File: config.mk
export PLATFORM = sky130hd
export DESIGN_NAME = wb_arbiter_flat
export DESIGN_NICKNAME = d
export VERILOG_FILES = /design/src/rtl/wb_arbiter_if.sv /design/src/rtl/wb_arbiter.sv /design/src/flat_wrapper.sv
export SDC_FILE = /design/constraint.sdc
export NUM_CORES = 1
export LEC_CHECK = 0
export CORE_MARGIN = 5
export CORE_UTILIZATION = 30
export DETAILED_ROUTE_END_ITERATION = 8
export GPL_ROUTABILITY_DRIVEN = 0
export HOLD_SLACK_MARGIN = 0.03
export MAX_ROUTING_LAYER = met4
export PLACE_DENSITY = 0.45
export REMOVE_ABC_BUFFERS = 1
export SYNTH_ARGS = -nofsm -noshare
export SYNTH_HDL_FRONTEND = slang
export SYNTH_SLANG_ARGS = --single-unit
export TNS_END_PERCENT = 100
File: constraint.sdc
create_clock -name clk -period 13.1 [get_ports clk]
set_input_delay 1.31 -clock clk [delete_from_list [all_inputs] [get_ports clk]]
set_output_delay 1.31 -clock clk [all_outputs]
set_load 0.005 [all_outputs]
File: src/rtl/wb_arbiter_if.sv
// Result-bus bundle between the functional units, the writeback arbiter and WriteBack.
// The master side presents FU results and observes the slots; the slave side is the arbiter.
interface wb_arbiter_if #(
    parameter int unsigned N_SRC  = 4,
    parameter int unsigned N_PORT = 2,
    parameter int unsigned ROB_W  = 6,
    parameter int unsigned PREG_W = 7,
    parameter int unsigned XLEN   = 32
);
    logic [N_SRC-1:0]         src_valid;
    logic [N_SRC-1:0]         src_ready;
    logic [N_SRC*ROB_W-1:0]   src_robIdx;
    logic [N_SRC*PREG_W-1:0]  src_rd;
    logic [N_SRC*XLEN-1:0]    src_res;

    logic [N_PORT-1:0]        wb_en;
    logic [N_PORT-1:0]        wb_we;
    logic [N_PORT*ROB_W-1:0]  wb_robIdx;
    logic [N_PORT*PREG_W-1:0] wb_rd;
    logic [N_PORT*XLEN-1:0]   wb_res;

    modport master (
        output src_valid, src_robIdx, src_rd, src_res,
        input  src_ready,
        input  wb_en, wb_we, wb_robIdx, wb_rd, wb_res
    );

    modport slave (
        input  src_valid, src_robIdx, src_rd, src_res,
        output src_ready,
        output wb_en, wb_we, wb_robIdx, wb_rd, wb_res
    );
endinterface

File: src/rtl/wb_arbiter.sv
// Writeback arbiter: per-FU result FIFOs feeding N_PORT registered writeback slots,
// granted round-robin over the FIFO heads.
module wb_arbiter #(
    parameter int unsigned N_SRC  = 4,
    parameter int unsigned N_PORT = 2,
    parameter int unsigned DEPTH  = 2,
    parameter int unsigned ROB_W  = 6,
    parameter int unsigned PREG_W = 7,
    parameter int unsigned XLEN   = 32
) (
    input  logic        clk,
    input  logic        rst,
    input  logic        flush,
    wb_arbiter_if.slave bus
);
    localparam int unsigned SRC_W = (N_SRC > 1) ? $clog2(N_SRC) : 1;
    localparam int unsigned PTR_W = $clog2(DEPTH);
    localparam int unsigned CNT_W = $clog2(DEPTH + 1);

    typedef struct packed {
        logic [ROB_W-1:0]  rob_idx;
        logic [PREG_W-1:0] rd;
        logic [XLEN-1:0]   res;
    } entry_t;

    entry_t            mem        [N_SRC][DEPTH];
    logic [PTR_W-1:0]  head       [N_SRC];
    logic [PTR_W-1:0]  tail       [N_SRC];
    logic [CNT_W-1:0]  count      [N_SRC];
    logic [CNT_W-1:0]  count_nxt  [N_SRC];
    entry_t            in_entry   [N_SRC];
    entry_t            head_entry [N_SRC];
    logic [N_SRC-1:0]  ready_q;
    logic [N_SRC-1:0]  accept;
    logic [N_SRC-1:0]  nonempty;
    logic [N_SRC-1:0]  grant;
    logic [SRC_W-1:0]  rr_ptr;
    logic [SRC_W-1:0]  rr_nxt;

    logic [N_PORT-1:0] slot_vld;
    logic [SRC_W-1:0]  slot_src   [N_PORT];
    entry_t            slot_entry [N_PORT];
    entry_t            slot_q     [N_PORT];
    logic [N_PORT-1:0] en_q;
    logic [N_PORT-1:0] we_q;

    // Unpack source buses and decode FIFO status from registered state only.
    always_comb begin
        for (int i = 0; i < N_SRC; i++) begin
            in_entry[i].rob_idx = bus.src_robIdx[i*ROB_W +: ROB_W];
            in_entry[i].rd      = bus.src_rd[i*PREG_W +: PREG_W];
            in_entry[i].res     = bus.src_res[i*XLEN +: XLEN];
            head_entry[i]       = mem[i][head[i]];
            nonempty[i]         = (count[i] != '0);
            accept[i]           = bus.src_valid[i] && ready_q[i];
        end
    end

    // Round-robin scan from rr_ptr; the first N_PORT non-empty heads take slots in scan order.
    always_comb begin : arb
        int unsigned      ngrant;
        int unsigned      pos;
        logic [SRC_W-1:0] idx;
        grant    = '0;
        slot_vld = '0;
        for (int p = 0; p < N_PORT; p++) begin
            slot_src[p] = '0;
        end
        rr_nxt = rr_ptr;
        ngrant = 0;
        pos    = 0;
        idx    = '0;
        for (int k = 0; k < N_SRC; k++) begin
            pos = 32'(rr_ptr) + 32'(k);
            if (pos >= N_SRC) begin
                pos = pos - N_SRC;
            end
            idx = SRC_W'(pos);
            if (nonempty[idx] && (ngrant < N_PORT)) begin
                grant[idx] = 1'b1;
                for (int p = 0; p < N_PORT; p++) begin
                    if (32'(p) == ngrant) begin
                        slot_vld[p] = 1'b1;
                        slot_src[p] = idx;
                    end
                end
                ngrant = ngrant + 1;
                rr_nxt = (pos == N_SRC - 1) ? '0 : SRC_W'(pos + 1);
            end
        end
    end

    always_comb begin
        for (int i = 0; i < N_SRC; i++) begin
            count_nxt[i] = count[i] + CNT_W'(accept[i]) - CNT_W'(grant[i]);
        end
        for (int p = 0; p < N_PORT; p++) begin
            slot_entry[p] = head_entry[slot_src[p]];
        end
    end

    // Storage is not reset: validity is carried entirely by count.
    always_ff @(posedge clk) begin
        for (int i = 0; i < N_SRC; i++) begin
            if (accept[i]) begin
                mem[i][tail[i]] <= in_entry[i];
            end
        end
    end

    always_ff @(posedge clk) begin
        if (rst || flush) begin
            for (int i = 0; i < N_SRC; i++) begin
                head[i]  <= '0;
                tail[i]  <= '0;
                count[i] <= '0;
            end
            ready_q <= '1;
        end else begin
            for (int i = 0; i < N_SRC; i++) begin
                if (accept[i]) begin
                    tail[i] <= tail[i] + PTR_W'(1);
                end
                if (grant[i]) begin
                    head[i] <= head[i] + PTR_W'(1);
                end
                count[i]   <= count_nxt[i];
                ready_q[i] <= (count_nxt[i] != CNT_W'(DEPTH));
            end
        end
    end

    // Flush keeps the scan position; only reset rewinds it.
    always_ff @(posedge clk) begin
        if (rst) begin
            rr_ptr <= '0;
        end else if (!flush) begin
            rr_ptr <= rr_nxt;
        end
    end

    always_ff @(posedge clk) begin
        if (rst) begin
            en_q <= '0;
            we_q <= '0;
            for (int p = 0; p < N_PORT; p++) begin
                slot_q[p] <= '0;
            end
        end else if (flush) begin
            en_q <= '0;
            we_q <= '0;
        end else begin
            for (int p = 0; p < N_PORT; p++) begin
                en_q[p] <= slot_vld[p];
                we_q[p] <= slot_vld[p] && (slot_entry[p].rd != '0);
                if (slot_vld[p]) begin
                    slot_q[p] <= slot_entry[p];
                end
            end
        end
    end

    assign bus.src_ready = ready_q;
    assign bus.wb_en     = en_q;
    assign bus.wb_we     = we_q;

    for (genvar p = 0; p < N_PORT; p++) begin : g_slot
        assign bus.wb_robIdx[p*ROB_W +: ROB_W] = slot_q[p].rob_idx;
        assign bus.wb_rd[p*PREG_W +: PREG_W]   = slot_q[p].rd;
        assign bus.wb_res[p*XLEN +: XLEN]      = slot_q[p].res;
    end
endmodule

File: src/flat_wrapper.sv
// flat-port wrapper written by rule: the top's interface ports become plain ports
module wb_arbiter_flat 
#(
    parameter int unsigned N_SRC  = 4,
    parameter int unsigned N_PORT = 2,
    parameter int unsigned DEPTH  = 2,
    parameter int unsigned ROB_W  = 6,
    parameter int unsigned PREG_W = 7,
    parameter int unsigned XLEN   = 32
)
  (clk, rst, flush, bus_src_valid, bus_src_robIdx, bus_src_rd, bus_src_res, bus_src_ready, bus_wb_en, bus_wb_we, bus_wb_robIdx, bus_wb_rd, bus_wb_res);
  wb_arbiter_if #(.N_SRC(N_SRC), .N_PORT(N_PORT), .ROB_W(ROB_W), .PREG_W(PREG_W), .XLEN(XLEN)) bus_i ();
  input  logic clk;
  input  logic rst;
  input  logic flush;
  input wire logic [$bits(bus_i.src_valid)-1:0] bus_src_valid;
  input wire logic [$bits(bus_i.src_robIdx)-1:0] bus_src_robIdx;
  input wire logic [$bits(bus_i.src_rd)-1:0] bus_src_rd;
  input wire logic [$bits(bus_i.src_res)-1:0] bus_src_res;
  output wire logic [$bits(bus_i.src_ready)-1:0] bus_src_ready;
  output wire logic [$bits(bus_i.wb_en)-1:0] bus_wb_en;
  output wire logic [$bits(bus_i.wb_we)-1:0] bus_wb_we;
  output wire logic [$bits(bus_i.wb_robIdx)-1:0] bus_wb_robIdx;
  output wire logic [$bits(bus_i.wb_rd)-1:0] bus_wb_rd;
  output wire logic [$bits(bus_i.wb_res)-1:0] bus_wb_res;
  assign bus_i.src_valid = bus_src_valid;
  assign bus_i.src_robIdx = bus_src_robIdx;
  assign bus_i.src_rd = bus_src_rd;
  assign bus_i.src_res = bus_src_res;
  assign bus_src_ready = bus_i.src_ready;
  assign bus_wb_en = bus_i.wb_en;
  assign bus_wb_we = bus_i.wb_we;
  assign bus_wb_robIdx = bus_i.wb_robIdx;
  assign bus_wb_rd = bus_i.wb_rd;
  assign bus_wb_res = bus_i.wb_res;
  wb_arbiter #(.N_SRC(N_SRC), .N_PORT(N_PORT), .DEPTH(DEPTH), .ROB_W(ROB_W), .PREG_W(PREG_W), .XLEN(XLEN)) u_core (.clk(clk), .rst(rst), .flush(flush), .bus(bus_i));
endmodule
==> impl_metrics.toml <==
[clocking]
tritoncts = "done"
postCtsSetupBuffers = 0
clockBufferDepth = 3
hold_buffers = 0
cts_num_sinks = 476
cts-root-buf = "clkbuf_16"
cts_resized = 0
path_clk_slew_ps = 60
ctsHtreeMaxLevel = 2
clk_latency_ps = 590
cts_inserted_buffers = 56

[yosys]
ys.warnings.count = 0
yosysSeqAreaShare_pct = 69.23
syn_area_per_cell_um2 = 14.59
async_flop_share_pct = 0
synth_cell_types = 56
synth_seq_cells = 476
synthCells = 1397
synthFlopType = "edfxtp_1"
synth_enable_flop_cells = 458
syn_area_mm2 = 0.02039

[flow_run]
drv_cap = 0

[worst_setup_path]
crit_arrival_ps = 6630
path_cells = "inv_2, ha_1, inv_1, mux4_2, inv_2, ha_1, a2111oi_1, nor2_1, o22ai_1, nand3_4, buf_4, mux2i_1, mux2i_1, and4_1, a41oi_1"
crit_fanout = 49
critPathTopFamily = "compound AO/OA/AOI/OAI gates"
cp-end-kind = "register"
startpoint_type = "register"
required_ps = 13570
cp_slowest_cell = "a2111oi_1"
cp.buffers_inverters = 4
critical_path.max_stage_delay_ps = 850
critical_path_class = "reg -> reg"

[timing]
hold_slack_ps = 590.8
slew_viol_final = 0
tns_ps = 0
setup_violations = 0
maxSlewHeadroom_pct = 30.53
clock_skew_ps = 24.65
layout_min_cycle_time_ps = 6168
rsz0062_at_grt = "no"
fin_crit_sh_pct = 47.08
max_freq_mhz = 162.1
finalWorstSetupSlack_ps = 6932
worst_pin_slew_ps = 1038
final_hold_viol_count = 0

[global_route]
grt_max_degree = 77
grt-ovfl-total = 0
grt_pass1_wl_um = 92230
grt_antenna_before_repair = 2
grt_usage_pct = 17.61
grt_pass1_vias = 13100

[die]
rows = 95
ios = 285
dieHeight_um = 270.7
coreArea_mm2 = 0.06728
die_area_mm2 = 0.07327
fp.dieW_um = 270.7
start_util_pct = 30.30

[routing]
drtPass1Iterations = 6
viasPerCell = 5.016
wl_per_cell_um = 24.99
first_iter_violations = 1075
ant_nets = 0
drc = 0
routed_wl_um = 64630
num_vias = 12970

[placed_design]
numPortBuffers = 284
post-place-ws_ps = 6932
hpwl_um = 39790
place_area_mm2 = 0.02415

[min_path]
hold_class = "reg -> reg"

[power_and_ir_drop]
leakage_nw = 8.527
power_density_mw_per_mm2 = 285.5
ir_drop_mv = 0.2367
power_mw = 7.410

[status]
outcome = "finished, final reports clean"

[cells_and_area]
layout-drive-gt1-share_pct = 12.28
final_area_mm2 = 0.02595
final_nets = 1875
synthToLayoutAreaGrowth_pct = 27.31
fillers = 6320
[cell usage after synthesis (all sizes together) (2+ instances only)]
cell | instances | share of area (%)
a2111oi | 3 | 0.15
a211oi | 12 | 0.50
a21boi | 4 | 0.15
a21oi | 88 | 2.2
a222oi | 4 | 0.20
a41oi | 4 | 0.17
and2 | 7 | 0.21
and3 | 4 | 0.12
and4 | 2 | 0.086
buf | 46 | 1.2
clkbuf | 46 | 0.85
dfxtp | 18 | 1.8
edfxtp | 458 | 67
ha | 19 | 1.2
inv | 26 | 0.49
mux2 | 77 | 4.3
mux2i | 133 | 6.5
mux4 | 4 | 0.44
nand2 | 173 | 3.2
nand3 | 3 | 0.098
nor2 | 44 | 0.81
nor2b | 2 | 0.061
nor3 | 16 | 0.39
nor3b | 2 | 0.074
o211ai | 152 | 5.6
o21ai | 7 | 0.17
o221a | 2 | 0.11
o22ai | 3 | 0.092
o31ai | 3 | 0.11
or2 | 6 | 0.18
or3 | 6 | 0.18
or4 | 2 | 0.074
xnor2 | 4 | 0.17
xor2 | 4 | 0.17
[placed cells by master, fill, tap and decap left out, drive strengths merged, types with 18 or more instances in the layout]
cell type and n:
edfxtp 458, clkdlybuf4s50 284, nand2 173, o211ai 152, mux2i 133, a21oi 88, mux2 77, clkbuf 66
nor2 44, inv 27, buf 22, ha 19, clkinv 19, dfxtp 18
[per-layer routing]
layer	vias up	global-route usage, %	wire [µm]
li1	5977	-	-
met3	88	3.278	3125
met5	-	-	0
met2	371	29.22	31700
met1	6536	22.68	28530
met4	0	3.909	1281
[worst reg2reg max path: cells and delay by family, from the launching register on]
family / cells / cell delay [ps]
flip-flops: 1 / 770
buffers and inverters: 4 / 1160
adder cells (fa/ha/maj): 2 / 870
AND/OR/NAND/NOR: 3 / 1100
multiplexers: 3 / 850
AO/OA/AOI/OAI: 3 / 1290
[through the flow]
step	cells	util (%)
6_report	2586	38.58
5_1_grt	2585	38.57
4_1_cts	2583	38.56
3_5_place_dp	2484	35.90
3_3_place_gp	2484	35.90
2_1_floorplan	1305	-
[sequential cells by signal, indices dropped and copies added (netlist names)]
signal,cells
u_core.mem,360
u_core.slot_q,90
u_core.count,8
u_core.bus.src_ready,4
u_core.head,4
u_core.tail,4
u_core.bus.wb_en,2
u_core.bus.wb_we,2
u_core.rr_ptr,2
[final cells by class]
cell class	count	area, µm²	share of cell area [%]
Clock buffer	66	1470	5.665
Sequential cell	476	14110	54.38
Clock inverter	33	325.3	1.253
Timing Repair Buffer	306	3008	11.59
Tap cell	873	1092	4.209
Antenna cell	3	7.507	0.02893
Inverter	26	100.1	0.3857
Multi-Input combinational cell	803	5836	22.49
[power breakdown]
group	total [mW]	switching, mW	internal, mW
Clock	1.54	0.622	0.913
Combinational	3.64	2.35	1.29
Sequential	2.23	0.128	2.10
[kinds of logic after synthesis]
group	Yosys count	share of synthesized area (%)
flops	476	69.23
compound gates	292	9.808
simple gates	270	5.659
mux	214	11.23
buf+inv	118	2.566
fa+ha+maj	19	1.166
xor+xnor	8	0.3437
[path summary, 6_finish.rpt]
path | start | to | slack [ps] | cells after the start
min | u_core.count[0][1] | u_core.count[0][1] | 590 | 2
max reg2reg | u_core.rr_ptr[0] | u_core.bus.wb_we[1] | 6930 | 15
min reg2reg | u_core.count[0][1] | u_core.count[0][1] | 590 | 2
max | u_core.rr_ptr[0] | u_core.bus.wb_we[1] | 6930 | 15
No activity file was read; power rests on OpenSTA's default activity.
